$ cat config.mk
export PLATFORM = sky130hd
export DESIGN_NAME = mac_unit
export DESIGN_NICKNAME = d
export VERILOG_FILES = /design/src/rtl/mac_unit.sv
export SDC_FILE = /design/constraint.sdc
export NUM_CORES = 1
export LEC_CHECK = 0
export CORE_UTILIZATION = 39
export CTS_BUF_LIST = sky130_fd_sc_hd__clkbuf_8
export CTS_CLUSTER_DIAMETER = 80
export DETAILED_ROUTE_END_ITERATION = 7
export SLEW_MARGIN = 20
export SYNTH_ARGS = -nofsm -noshare
export SYNTH_HDL_FRONTEND = slang
export SYNTH_SLANG_ARGS = --single-unit
$ cat constraint.sdc
create_clock -name clk -period 8 [get_ports clk]
set_input_delay 1.6 -clock clk [delete_from_list [all_inputs] [get_ports clk]]
set_output_delay 1.6 -clock clk [all_outputs]
set_load 0.005 [all_outputs]
$ cat src/rtl/mac_unit.sv
// Multi-cycle multiply / multiply-accumulate unit.
// Radix-2^STEP shift-add multiplier on operand magnitudes, followed by a
// single sign-fix/accumulate cycle and a one-cycle result pulse.
module mac_unit #(
  parameter int unsigned WIDTH = 32,
  parameter int unsigned STEP  = 2
) (
  input  logic                 clk,
  input  logic                 rst,
  input  logic                 start_i,
  input  logic                 annul_i,
  input  logic                 signed_i,
  input  logic [1:0]           op_i,
  input  logic [WIDTH-1:0]     opdata1_i,
  input  logic [WIDTH-1:0]     opdata2_i,
  input  logic [2*WIDTH-1:0]   acc_i,
  output logic [2*WIDTH-1:0]   result_o,
  output logic                 ready_o,
  output logic                 busy_o
);

  localparam int unsigned N  = WIDTH / STEP;
  localparam int unsigned CW = $clog2(N + 1);
  localparam logic [CW-1:0] LAST = CW'(N - 1);

  localparam logic [1:0] OP_MADD = 2'b01;
  localparam logic [1:0] OP_MSUB = 2'b10;

  typedef enum logic [1:0] {IDLE, CALC, ACC, DONE} state_t;

  state_t               state_q;
  logic [2*WIDTH-1:0]   mcand_q;
  logic [WIDTH-1:0]     mplier_q;
  logic [2*WIDTH-1:0]   acc_q;
  logic [1:0]           op_q;
  logic                 neg_q;
  logic [2*WIDTH-1:0]   prod_q;
  logic [CW-1:0]        cnt_q;
  logic [2*WIDTH-1:0]   result_q;
  logic                 ready_q;
  logic                 busy_q;

  logic                 a_neg, b_neg;
  logic [WIDTH-1:0]     a_mag, b_mag;
  logic [2*WIDTH-1:0]   step_term;
  logic [2*WIDTH-1:0]   prod_d;
  logic [2*WIDTH-1:0]   prod_s;
  logic [2*WIDTH-1:0]   final_d;

  // Operand magnitudes at capture; the most negative value maps to 2^(WIDTH-1) unsigned.
  always_comb begin
    a_neg = signed_i & opdata1_i[WIDTH-1];
    b_neg = signed_i & opdata2_i[WIDTH-1];
    a_mag = a_neg ? (~opdata1_i + WIDTH'(1)) : opdata1_i;
    b_mag = b_neg ? (~opdata2_i + WIDTH'(1)) : opdata2_i;
  end

  // One radix step: multiplicand (pre-shifted by STEP*i) times the low STEP multiplier bits.
  always_comb begin
    step_term = '0;
    for (int unsigned b = 0; b < STEP; b++) begin
      if (mplier_q[b]) step_term = step_term + (mcand_q << b);
    end
    prod_d = prod_q + step_term;
  end

  // Sign fix-up and accumulate, all modulo 2^(2*WIDTH).
  always_comb begin
    prod_s = neg_q ? (~prod_q + (2*WIDTH)'(1)) : prod_q;
    case (op_q)
      OP_MADD: final_d = acc_q + prod_s;
      OP_MSUB: final_d = acc_q - prod_s;
      default: final_d = prod_s;
    endcase
  end

  // Control FSM with registered ready/busy/result.
  always_ff @(posedge clk) begin
    if (rst) begin
      state_q  <= IDLE;
      mcand_q  <= '0;
      mplier_q <= '0;
      acc_q    <= '0;
      op_q     <= '0;
      neg_q    <= 1'b0;
      prod_q   <= '0;
      cnt_q    <= '0;
      result_q <= '0;
      ready_q  <= 1'b0;
      busy_q   <= 1'b0;
    end else begin
      case (state_q)
        IDLE: begin
          ready_q  <= 1'b0;
          result_q <= '0;
          busy_q   <= 1'b0;
          if (start_i && !annul_i) begin
            mcand_q  <= {{WIDTH{1'b0}}, a_mag};
            mplier_q <= b_mag;
            acc_q    <= acc_i;
            op_q     <= op_i;
            neg_q    <= a_neg ^ b_neg;
            prod_q   <= '0;
            cnt_q    <= '0;
            busy_q   <= 1'b1;
            state_q  <= CALC;
          end
        end
        CALC: begin
          if (annul_i) begin
            busy_q  <= 1'b0;
            state_q <= IDLE;
          end else begin
            prod_q   <= prod_d;
            mcand_q  <= mcand_q << STEP;
            mplier_q <= mplier_q >> STEP;
            cnt_q    <= cnt_q + CW'(1);
            if (cnt_q == LAST) state_q <= ACC;
          end
        end
        ACC: begin
          busy_q <= 1'b0;
          if (annul_i) begin
            state_q <= IDLE;
          end else begin
            result_q <= final_d;
            ready_q  <= 1'b1;
            state_q  <= DONE;
          end
        end
        DONE: begin
          ready_q  <= 1'b0;
          result_q <= '0;
          state_q  <= IDLE;
        end
        default: begin
          ready_q  <= 1'b0;
          result_q <= '0;
          busy_q   <= 1'b0;
          state_q  <= IDLE;
        end
      endcase
    end
  end

  // The DONE pulse is already registered when annul_i arrives in DONE, so it is
  // masked here to let the cancel win within that same cycle.
  assign ready_o  = ready_q & ~annul_i;
  assign result_o = ready_o ? result_q : '0;
  assign busy_o   = busy_q;

endmodule
## After elaboration in Yosys (flattened, before gate mapping)

Index checks and enable logic that the tools add are counted.

- Flip-flop bits (word level): 300
- Output and inout bits: 66
- Logic and storage cells: 81

- Add/sub/neg operators: 8
- Eq/ne operators: 11
- Muxes and demuxes: 31
- Bitwise operators: 8
- Reduce and logical (&&, ||, !) cells: 12

Operators with widths:

| cell | count |
|---|---|
| 64-bit two-way mux | 9 |
| 64-bit one-hot mux with 2 select lines | 4 |
| 64-bit adder | 3 |
| 32-bit two-way mux | 4 |
| 32-bit by 1-bit adder with 32-bit output, second input constant | 2 |
| 64-bit by 1-bit adder with 64-bit output, second input constant | 1 |
| 32-bit NOT | 2 |
| 64-bit NOT | 1 |
| 32-bit one-hot mux with 2 select lines | 1 |
| 64-bit subtractor | 1 |
| 5-bit two-way mux | 2 |
| 5-bit one-hot mux with 2 select lines | 1 |
| 2-bit two-way mux | 4 |
| 2-bit inequality test, second input constant | 4 |
| 2-bit one-hot mux with 4 select lines | 1 |
| 2-bit AND reduction | 4 |
| 2-bit == test, second input constant | 3 |
| 5-bit by 1-bit adder with 5-bit output, second input constant | 1 |
| 5-bit by 4-bit == test with 1-bit output, second input constant | 1 |
| 2-bit by 1-bit == test with 1-bit output, second input constant | 2 |
| 2-bit nonzero test | 2 |
| 1-bit bitwise AND | 3 |
| 1-bit two-way mux | 3 |
| 3-bit inequality test, second input constant | 1 |
| 10 further kinds | 10 |

## Depth between registers and ports, before layout

- Depth after elaboration: 7
- Mapped depth: 32
- Depth with buffers taken out: 30

## Worst setup path after synthesis

No wires, ideal clock.

- Kind: reg2reg
- From: register prod_q[23]
- To: register result_q[62]
- Data arrival time: 6.242 ns
- Slack: 1.684 ns
- Cell stages (with the launch flop): 30
- Path buffers: 4
- Clock period less this slack: 6.316 ns
- Cells stage by stage: dfxtp_1 buf_6 or4_4 or3_1 buf_2 or3_1 buf_6 mux2_4 o31ai_4 nand4_4 nor4_4 nand3_2 and2b_1 a41oi_1 xnor2_1 ha_1 clkbuf_1 a21o_1 a21o_1 a21o_1 a21oi_1 nor2b_1 o31a_1 a211o_1 a21o_1 or3_1 o21ai_0 mux2i_1 nand2_1 a31oi_1

- Word-level cells in the longest chain between the ends: 7
- Elaborated cells on any way between the ends: 8
- Classes of those cells: 3 x add/sub; 4 x mux; 1 x bitwise

RTL lines:

| what | RTL line | source |
|---|---|---|
| start, declared | 37 | `logic [2*WIDTH-1:0] prod_q;` |
| start signal, assigned | 114 | `prod_q <= prod_d;` |
| 64-bit NOT | 69 | `prod_s = neg_q ? (~prod_q + (2*WIDTH)'(1)) : prod_q;` |
| 64-bit by 1-bit adder with 64-bit output | 69 |  |
| 64-bit two-way mux * | 69 |  |
| 64-bit subtractor / 64-bit adder (equally long branches) | 72, 71 |  |
| 64-bit one-hot mux with 2 select lines * | 70 | `case (op_q)` |
| 64-bit two-way mux * | 123 | `if (annul_i) begin` |
| 64-bit one-hot mux with 2 select lines * | 92 | `case (state_q)` |
| end signal, assigned | 126 | `result_q <= final_d;` |
| end, declared | 39 | `logic [2*WIDTH-1:0] result_q;` |

Every way passes the cells marked *; elsewhere a longest branch is shown, timed or not. The select of a mux whose other input is x is not followed.
A chain may end at the register's enable or synchronous reset.

## Worst setup path in the final report

- From: register prod_q[1]
- To: register result_q[59]

Same word-level chain as after synthesis.

==> impl_metrics.py <==
metrics = {
    "sta": {
        "whs_ns": 0.4370,
        "setup_viol": 0,
        "fin_setup_tns_ns": 0,
        "finClkSkew_ns": 0.07547,
        "drv_slew": 0,
        "worstMarginPinSlew_ns": 0.9789,
        "relSlewSlack": 0.3450,
        "finalCriticalPeriod_ns": 7.180,
        "post-route-period-util": 0.8975,
        "grt_setup_unrepaired": "false",
        "fmax_mhz": 139.3,
        "timing.final.hold_violations": 0,
    },
    "cts": {
        "root_buffer": "clkbuf_8",
        "clk_latency_ns": 0.71,
        "cts.sinks": 300,
        "post_cts_buffers": 0,
        "cts_tree": "built",
        "hold_buffers": 0,
        "cts_resized": 0,
        "cts_buffer_depth": 3,
        "numCtsBuffers": 57,
        "cts_max_level": 2,
        "clk_pin_slew_ns": 0.06,
    },
    "logic_synthesis": {
        "synth-main-ff-cell": "dfxtp_1",
        "syn_area_sq_um": 27480,
        "synthesis.nets": 4108,
        "synthCells": 3771,
        "yosysUniqueCellTypes": 87,
        "synth_edf_count": 0,
        "ys_ff_latch": 300,
        "ys_warn_count": 0,
        "ys_seq_area_frac": 0.2186,
        "syn_avg_cell_area_sq_um": 7.286,
        "synthArstFlopShare": 0,
    },
    "route": {
        "drtPass1Iterations": 6,
        "drtIter0Drc": 1660,
        "post-route-drc-count": 0,
        "ant_nets": 0,
        "wl_um": 83240,
        "vias_per_cell": 5.505,
        "num_vias": 26505,
        "wl_per_cell_um": 17.29,
    },
    "setup_path": {
        "cp.arrival_ns": 7.75,
        "critPathCaptureType": "flip-flop",
        "slowest_delay_ns": 0.62,
        "crit_type": "flip-flop to flip-flop",
        "cp_num_buf_inv": 2,
        "crit_required_ns": 8.56,
        "cp_common_cell": "a21o_1",
        "crit_fanout": 9,
        "rr_startpoint": "prod_q[1]$_SDFFE_PP0P_",
        "start_kind": "flip-flop",
        "cp_top_family": "simple AND/OR/NAND/NOR gates",
        "startpoint": "prod_q[1]$_SDFFE_PP0P_",
        "worst_path_max_delay_cell": "or4b_1",
    },
    "run": {
        "max_cap_violations": 0,
    },
    "placement": {
        "dp_hpwl_um": 62940,
        "port_buffers": 200,
        "place_congestion": 0.9384,
    },
    "grt": {
        "grt_max_degree": 79,
        "grt_usage": 0.2257,
        "antenna_found_initial": 2,
        "grt_pass1_wl_um": 131100,
        "gr-total-overflow": 0,
        "first_global_vias": 24507,
    },
    "finish": {
        "fillers": 7110,
        "nets": 4179,
        "drive_gt1_frac": 0.05384,
        "layout_commonest_cell": "nand2_1",
        "final_cell_mix": "nand2_1, a21oi_1, dfxtp_1, nor2_1, o21ai_0",
        "area_growth_pct": 14.04,
    },
    "power_and_ir_drop": {
        "power_leakage_uw": 0.01340,
        "powerDensity_nw_per_um2": 162.8,
        "irDropWorstVdd_v": 0.0001072,
    },
    "worst_hold_path": {
        "worstHoldStart": "result_q[41]$_SDFFE_PP0P_",
        "hold_path_class": "flip-flop to flip-flop",
    },
    "floorplanning": {
        "initial_core_util": 0.3971,
        "die_w_um": 267.4,
        "die_y_um": 267.4,
        "rows": 96,
        "die_area_sq_um": 71510,
        "fp.coreArea_sq_um": 69190,
        "io_pins": 201,
    },
    "run_status": {
        "status": "completed",
    },
}
[area by class of cell]
class | instances | area (sq um) | area share
Tap cell | 931 | 1165 | 0.03718
Antenna cell | 2 | 5.005 | 0.0001597
Clock buffer | 68 | 935.9 | 0.02987
Clock inverter | 31 | 299.0 | 0.009544
Timing Repair Buffer | 234 | 2261 | 0.07216
Sequential cell | 300 | 6008 | 0.1918
Inverter | 68 | 255.2 | 0.008147
Multi-Input combinational cell | 3181 | 20400 | 0.6512
[path summary, 6_finish.rpt]
kind / endpoint / slack (ns) / cells after the start
setup / recovery: result_q[59]$_SDFFE_PP0P_ / 0.82 / 27
hold / removal: result_q[41]$_SDFFE_PP0P_ / 0.44 / 2
setup reg to reg: result_q[59]$_SDFFE_PP0P_ / 0.82 / 27
hold reg to reg: result_q[41]$_SDFFE_PP0P_ / 0.44 / 2
[state kept, by name (all words and copies together), names as in the netlist]
name,cells
op_q,2
cnt_q,5
prod_q,64
state_q,2
ready_q,1
busy_o,1
acc_q,64
result_q,64
mplier_q,32
mcand_q,64
neg_q,1
[worst register-to-register path: cells and delay by family (launching register included)]
family,cells,cell delay [ns]
and+or+nand+nor,10,2.95
AOI/OAI and AO/OA,11,2.56
adders and majority gates,2,0.64
DFF,1,0.36
xor gates and xnor gates,2,0.32
buffers and inverters,2,0.19
[per-layer routing]
metal	wire, um	GRT usage	vias to the layer above
li1	-	-	13694
met4	1875	0.05946	0
met1	41990	0.3270	12076
met3	4435	0.03338	102
met2	34940	0.3450	633
met5	0	0	-
[through the flow]
stage	cell area, sq um	setup WS (ns)	instances	total power (uW)	util
5_1_grt	31330	0.1439	4815	5410	0.4529
2_1_floorplan	27480	1.684	3771	2963	-
6_report	31330	0.8198	4815	5102	0.4529
3_5_place_dp	30090	0.8856	4714	3427	0.4349
3_3_place_gp	30090	1.038	4714	3446	0.4349
4_1_cts	31330	0.8511	4813	5131	0.4528
[logic make-up (layout without fill, tap and decap cells)]
group | count (synthesis) | in the layout | share of synthesized area
compound gates | 1186 | 1186 | 0.2717
xor+xnor | 360 | 360 | 0.1150
fa+ha+maj | 202 | 202 | 0.09281
buf+inv | 290 | 401 | 0.04044
flops | 300 | 300 | 0.2186
mux | 74 | 74 | 0.02955
other cells | 0 | 2 | 0
simple gates | 1359 | 1359 | 0.2318
[report_power, final]
group	internal [uW]	switching [uW]
Clock	959	716
Sequential	1550	49.2
Combinational	738	1090
Total	3240	1860
[cell usage after synthesis, types with 62 or more instances]
cell type	n	area, sq um
dfxtp_1	300	6006
a22oi_1	95	713.2
clkbuf_1	193	724.4
xnor2_1	197	1725
nand2_1	540	2027
and2_1	143	894.6
ha_1	199	2490
a21o_1	143	1074
xor2_1	162	1419
o21ai_0	234	1171
nor3_1	62	310.3
inv_1	67	251.5
nand3_1	66	330.3
nor2_1	298	1119
a21oi_1	400	2002
Power figures use the tool's default switching activity.
